--- config.mk ---
export PLATFORM = sky130hd
export DESIGN_NAME = noc_tx_arbiter
export DESIGN_NICKNAME = d
export VERILOG_FILES = /design/src/rtl/noc_tx_arbiter.sv
export SDC_FILE = /design/constraint.sdc
export NUM_CORES = 1
export LEC_CHECK = 0
export CELL_PAD_IN_SITES_DETAIL_PLACEMENT = 0
export CELL_PAD_IN_SITES_GLOBAL_PLACEMENT = 1
export CORE_MARGIN = 4
export CORE_UTILIZATION = 22
export DETAILED_ROUTE_END_ITERATION = 7
export GPL_TIMING_DRIVEN = 0
export HOLD_SLACK_MARGIN = 0.15
export PLACE_DENSITY = 0.87
export SLEW_MARGIN = 25
export SYNTH_ARGS = -nofsm -noshare
export SYNTH_HDL_FRONTEND = slang
export SYNTH_SLANG_ARGS = --single-unit
export TNS_END_PERCENT = 50
--- constraint.sdc ---
create_clock -name sys_clk -period 4.88 [get_ports sys_clk]
set_clock_uncertainty 0.15 [all_clocks]
set_input_delay 1.464 -clock sys_clk [delete_from_list [all_inputs] [get_ports sys_clk]]
set_output_delay 1.464 -clock sys_clk [all_outputs]
set_load 0.005 [all_outputs]
--- src/rtl/noc_tx_arbiter.sv ---
// Shares one NoC injection port among N requesters: packet locking, flit formatting, link credits.
// Define TX_ARB_RR_EN for round-robin selection in IDLE; otherwise the lowest requester index wins.
module noc_tx_arbiter #(
  parameter int N           = 3,
  parameter int DATA_W      = 64,
  parameter int DEST_BITS   = 5,
  parameter int VC_BITS     = 2,
  parameter int VC          = 0,
  parameter int CREDITS     = 16,
  parameter int CREDIT_BITS = 5,
  localparam int OW         = $clog2(N),
  localparam int FLIT_W     = 2 + DATA_W + DEST_BITS + VC_BITS
) (
  input  logic                   sys_clk,
  input  logic                   reset,
  input  logic [N-1:0]           req,
  input  logic [N*DATA_W-1:0]    req_data,
  input  logic [N*DEST_BITS-1:0] req_dest,
  input  logic [N-1:0]           req_tail,
  output logic [N-1:0]           grant,
  output logic [FLIT_W-1:0]      putFlit,
  output logic                   EN_putFlit,
  input  logic [VC_BITS:0]       getCredits,
  output logic                   EN_getCredits,
  output logic [OW-1:0]          owner,
  output logic                   locked,
  output logic                   credit_err
);

  typedef enum logic {IDLE, LOCKED} state_t;

  state_t                 state, state_nxt;
  logic [CREDIT_BITS-1:0] credit_cnt;
  logic [OW-1:0]          sel;
  logic                   found, send, sel_tail, cred_ret;

  assign locked   = (state == LOCKED);
  assign send     = found && (credit_cnt != '0);
  assign sel_tail = req_tail[sel];
  assign cred_ret = getCredits[VC_BITS] && (getCredits[VC_BITS-1:0] == VC_BITS'(VC));

`ifdef TX_ARB_RR_EN
  logic [OW-1:0] ptr;
  int            idx;
`endif

  // A locked owner is the only candidate; other requesters wait for its tail.
  always_comb begin
    sel   = '0;
    found = 1'b0;
`ifdef TX_ARB_RR_EN
    idx   = 0;
`endif
    if (state == LOCKED) begin
      found = req[owner];
      sel   = owner;
    end else begin
`ifdef TX_ARB_RR_EN
      for (int k = 0; k < N; k++) begin
        idx = (int'(ptr) + k) % N;
        if (!found && req[idx]) begin
          found = 1'b1;
          sel   = OW'(idx);
        end
      end
`else
      for (int k = N - 1; k >= 0; k--) begin
        if (req[k]) begin
          found = 1'b1;
          sel   = OW'(k);
        end
      end
`endif
    end
  end

  always_comb begin
    grant      = '0;
    grant[sel] = send;
  end

  always_comb begin
    state_nxt = state;
    if (send) begin
      case (state)
        IDLE:    if (!sel_tail) state_nxt = LOCKED;
        LOCKED:  if (sel_tail)  state_nxt = IDLE;
        default: state_nxt = IDLE;
      endcase
    end
  end

  always_ff @(posedge sys_clk) begin
    if (reset) begin
      state         <= IDLE;
      putFlit       <= '0;
      EN_putFlit    <= 1'b0;
      EN_getCredits <= 1'b0;
      owner         <= '0;
      credit_err    <= 1'b0;
      credit_cnt    <= CREDIT_BITS'(CREDITS);
`ifdef TX_ARB_RR_EN
      ptr           <= '0;
`endif
    end else begin
      state         <= state_nxt;
      EN_getCredits <= 1'b1;
      EN_putFlit    <= send;
      putFlit       <= send ? {1'b1, sel_tail, req_dest[sel*DEST_BITS +: DEST_BITS],
                               VC_BITS'(VC), req_data[sel*DATA_W +: DATA_W]} : '0;
      if (send && state == IDLE && !sel_tail) owner <= sel;
      // A send and a matching return in the same cycle cancel out.
      if (send && !cred_ret) begin
        credit_cnt <= credit_cnt - 1'b1;
      end else if (!send && cred_ret) begin
        if (credit_cnt == CREDIT_BITS'(CREDITS)) credit_err <= 1'b1;
        else                                     credit_cnt <= credit_cnt + 1'b1;
      end
`ifdef TX_ARB_RR_EN
      if (send && sel_tail) ptr <= (sel == OW'(N - 1)) ? '0 : sel + 1'b1;
`endif
    end
  end

endmodule
* Yosys cells after proc, flatten, opt, wreduce, memory -nomap -nowiden
Index checks and enable logic that the tools add are counted.
** Storage, ports and cells
- Register bits after elaboration :: 84
- Input port bits :: 218
- Output and inout bits :: 82
- Logic and storage cells :: 58
** Operators by class
- Add/sub/neg operators :: 2
- $mul :: 1
- Order comparisons :: 3
- Eq/ne operators :: 2
- Shift operators :: 2
- Mux-type cells :: 20
- Bitwise operators :: 4
- Reduce and logical (&&, ||, !) cells :: 16
** Operators by type and width (count)
- variable part select 192 x 9 -> 64 bit :: 1
- 2-to-1 mux 73 bit :: 1
- 2-to-1 mux 5 bit :: 3
- variable part select 15 x 6 -> 5 bit :: 1
- 2-to-1 mux 1 bit :: 9
- 2-to-1 mux 2 bit :: 4
- logical AND 1 bit :: 7
- < comparator 2 x 3 -> 1 bit (second input constant) :: 2
- adder 5 x 1 -> 5 bit (second input constant) :: 1
- == test 5 bit (second input constant) :: 1
- multiplier 2 x 3 -> 5 bit (second input constant) :: 1
- nonzero test 5 bit :: 1
- subtractor 5 x 1 -> 5 bit (second input constant) :: 1
- binary-select mux 1 bit (select 2 bit) :: 2
- AND 3 bit :: 1
- logical NOT 1 bit :: 3
- inverter 1 bit :: 3
- AND reduction 3 bit :: 1
- demux 1 bit (select 2 bit) :: 1
- >= comparator 2 x 1 -> 1 bit (second input constant) :: 1
- logical NOT 2 bit :: 1
- inequality test 2 bit (second input constant) :: 1
- AND reduction 2 bit :: 1
- nonzero test 2 bit :: 1
- OR reduction 2 bit :: 1

* Logic depth before layout (Yosys ltp)
- Depth after elaboration :: 9
- Mapped depth :: 13
- Depth with buffers taken out :: 12

* Least setup slack after synthesis
OpenSTA, ideal clock, no wires.
- Kind :: input -> output
- Start :: input port req[1]
- End :: output port grant[2]
- Data arrival time :: 2474 ps
- Data required time :: 3266 ps
- Slack :: 792 ps
- Cell stages on the path :: 5
- Path buffers :: 2
- Path through :: nor4b_1 -> a31o_1 -> buf_6 -> clkbuf_1 -> and2_1
** Between the ends
- Longest elaborated chain between the ends :: 8
- Elaborated cells on any way between the ends :: 15
- Those cells by class :: order compare: 2; mux: 10; bitwise: 1; reduce/logical: 2
** Ends and longest elaborated chain
- start: declaration :: line 16 : input logic [N-1:0] req,
- 2-to-1 mux 2 bit (2 in series) :: line 68 : if (req[k]) begin
- 2-to-1 mux 2 bit :: line 54 : if (state == LOCKED) begin
- < comparator 2 x 3 -> 1 bit (implied by the code) or >= comparator 2 x 1 -> 1 bit (tied branches) :: line 79 : grant[sel] = send;
- logical AND 1 bit (implied by the code) :: line 79
- 2-to-1 mux 1 bit (implied by the code) :: line 79
- demux 1 bit (select 2 bit) :: line 79
- AND 3 bit (no line) *
- end: declaration :: line 20 : output logic [N-1:0] grant,
Every way passes the cells marked *; elsewhere a longest branch is shown, timed or not. The select of a mux whose other input is x is not followed.

* Worst setup path in the final report
Ends and elaborated chain as after synthesis.

==> impl_metrics.tcl <==
set metrics [dict create \
    grt_pass1_wl_mm 22.6 \
    timing.critical_path.required_ps 3270 \
    cts.root.buffer_cell "clkbuf_16" \
    maxSlewHeadroom_pct 54.4 \
    design_area_sq_um 6860 \
    topRoutingLayerUsed "met5" \
    power_density_nw_per_um2 368 \
    logic_depth_of_the_worst_register_to_register_path 15 \
    final_nets 871 \
    avgViaCountPerCell 5.05 \
    num_vias 4237 \
    number_of_failing_hold_endpoints_at_the_final_stage 0 \
    cap_violations 0 \
    vdd_drop_max_mv 0.169 \
    post_synth_main_area_contributors "dfxtp_1, a222oi_1, nor2_1" \
    setup-violations-final 0 \
    min-delay-path-class "flop to flop" \
    dpl_cell_area_sq_um 6470 \
    crit_fanout 17 \
    totalPowerFinal_mw 2.53 \
    power.share.sequential_pct 32.9 \
    run_status "finished clean" \
    syn_to_final_growth_pct 110 \
    detail_routed_net_length_per_standard_cell_microns 19.1 \
    syn_inst 339 \
    detailedRoute.firstIterationViolations 374 \
    diodes 0 \
    std_cell_rows 44 \
    p_leak_nw 2.67 \
    power.combinational.fraction_pct 38.2 \
    cell_internal_pwr_mw 1.78 \
    switching_share_pct 29.5 \
    worstSetupPathType "input port to output port" \
    ys_ff_latch 81 \
    core_area_sq_um 14500 \
    synth_area_per_cell_sq_um 9.66 \
    worst-path-stages 6 \
    synth_cell_types 42 \
    gp_congestion 0.801 \
    antenna_viol_nets_final 0 \
    insertion_delay_ps 340 \
    grt_antenna_before_repair 1 \
    layout.core_utilization_pct 47.2 \
    detailed_routed_wire_length_on_met3_mm 1.73 \
    wl_final_mm 16.0 \
    min_period_over_period_pct 96.5 \
    p_switching_mw 0.746 \
    postSynth.asyncResetShare_pct 0 \
    drtPass1Iterations 6 \
    cpPeakStageDelay_ps 510 \
    grt_pass1_vias 4226 \
    worst_slew_pin_slew_ps 684 \
    startpoint_type "input port" \
    unrepaired_setup_endpoints_after_global_routing "false" \
    timing.critical_path.arrival_ps 3100 \
    route.detailed.drc 0 \
    die_x_microns 130 \
    grt_start_max_net_pins 18 \
    crit_family "buffers and inverters" \
    clk_path_buf_depth 2 \
    met1Wirelength_mm 5.92 \
    crit_path_cell_trace "dlygate4sd2_1, nor4b_4, a31o_1, buf_12, and2_1, clkdlybuf4s50_1" \
    worst_hold_path.num_cells 2 \
    tritoncts_num_sinks 81 \
    cts_max_level 3 \
    fmax_mhz 212 \
    postSynth.topFlopCell "dfxtp_1" \
    globalRoute.totalOverflow 0 \
    boundaryPins 300 \
    syn_area_sq_um 3270 \
    post_route_cells_drive_above_1_share_pct 6.72 \
    slew_violations 0 \
    synth_top_area_share_pct 49.5 \
    clock_power_share_pct 28.8 \
    biggest_area_consumer_among_synthesized_cells "dfxtp_1" \
    fillerInstances 1349 \
    routed_wl_met2_mm 8.01 \
    synth.yosys.seq_area_share_pct 49.5 \
    cts.clk_slew.worst_paths_ps 60 \
    synth_edf_count 0 \
    post-route-min-period_ps 4710 \
    die_area_sq_um 16900 \
    port-buffer-count 296 \
    initial_core_util_pct 22.5 \
    ys_warn_count 0 \
    cts_tree "yes" \
    total_half_perimeter_wirelength_after_legalization_and_detailed_placement_mm 12.9 \
    critical-path-slowest-cell "clkdlybuf4s50_1" \
    grt_total_usage_pct 17.5 \
    timing.critical_path.to_type "output port" \
    tritoncts.num_buffers 9 \
    critical_path.n_buffers_inverters 3 \
    dieHeight_microns 130 \
]
cell type report:
class                           instances  area, sq um  share of cell area, %
Tap cell                              184          230                   3.35
Clock buffer                           10          229                   3.34
Inverter                                7         28.8                  0.419
Sequential cell                        81         1620                   23.6
Buffer                                 35          183                   2.66
Timing Repair Buffer                  302         3010                   43.8
Clock inverter                          6         90.1                   1.31
Multi-Input combinational cell        214         1470                   21.5
synth_stat cells, types with 2 or more instances:
cell type	number
inv_1	4
o21ai_0	3
o311ai_1	2
nand3b_1	2
dfxtp_1	81
nand2_1	4
and2_1	4
a21oi_1	4
nand2b_1	2
buf_6	2
o21ai_1	3
buf_2	11
buf_4	3
or4_1	2
nor2_1	81
o31ai_1	2
clkbuf_1	22
ha_1	3
nand3_1	4
mux2i_1	3
a31o_1	2
a222oi_1	70
inv_2	3
nor3_1	4
tightest hold or removal path: stages (launching register included):
cell	delay (ps)
dfxtp_1	330
a41oi_1	40
nor2_1	70
logic make-up after synthesis:
| group | Yosys count | synth area share, % |
|---|---|---|
| AOI/OAI and AO/OA | 93 | 26.2 |
| xor gates and xnor gates | 2 | 0.535 |
| adders and majority gates | 3 | 1.15 |
| buffers and inverters | 45 | 6.38 |
| DFF | 81 | 49.5 |
| muxes | 4 | 1.26 |
| other | 1 | 0.115 |
| and+or+nand+nor | 110 | 14.8 |
registers in the layout, indices dropped and copies added, names as in the netlist:
register / flops
EN_getCredits: 1
EN_putFlit: 1
credit_cnt: 5
credit_err: 1
locked: 1
owner: 2
putFlit: 70
path summary, 6_finish.rpt:
kind	slack (ps)	to	startpoint
worst min-delay path	330	credit_err	credit_err
worst max register to register	1880	credit_cnt[4]	credit_cnt[1]
worst min register to register	330	credit_err	credit_err
worst max-delay path	170	grant[2]	req[1]
layer usage:
layer | track usage [%] | up-vias
li1 | - | 1962
met1 | 19.9 | 1969
met2 | 30.7 | 274
met3 | 4.75 | 30
met4 | 7.33 | 2
met5 | 0 | -
through the flow:
stage	hold slack, ps	worst slack, ps	TNS [ps]	instances
floorplan	315	792	0	340
global placement	314	-832	-1660	820
detailed placement	316	-879	-1830	820
CTS	335	7.09	0	837
global route	408	111	0	839
finish	328	170	0	839
what timing repair did:
item	in CTS	in global routing
setup buffers	4	2
setup endpoints to repair	3	3
gates resized for setup	10	1
pin swaps	3	2
hold buffers	0	0
layout by cell type (no fill, tap or decap), types with 3 or more instances in the layout:
cell,n
a21oi_1,4
a222oi_1,70
clkbuf_1,20
o21ai_0,3
buf_2,10
nand2_1,4
buf_4,10
and2_1,4
mux2i_1,3
nand3_1,4
ha_1,3
nor3_1,4
nor2_1,81
clkdlybuf4s50_1,293
clkbuf_16,9
dfxtp_1,81
inv_1,4
power groups by stage:
stage	Sequential, mW	Clock, mW	Combinational (mW)
3_5_place_dp	0.847	0	0.945
3_3_place_gp	0.843	0	0.929
4_1_cts	0.834	0.751	0.967
2_1_floorplan	0.855	0	0.387
6_report	0.832	0.729	0.967
5_1_grt	0.845	0.777	1.05
(Power assumes the default switching activity.)
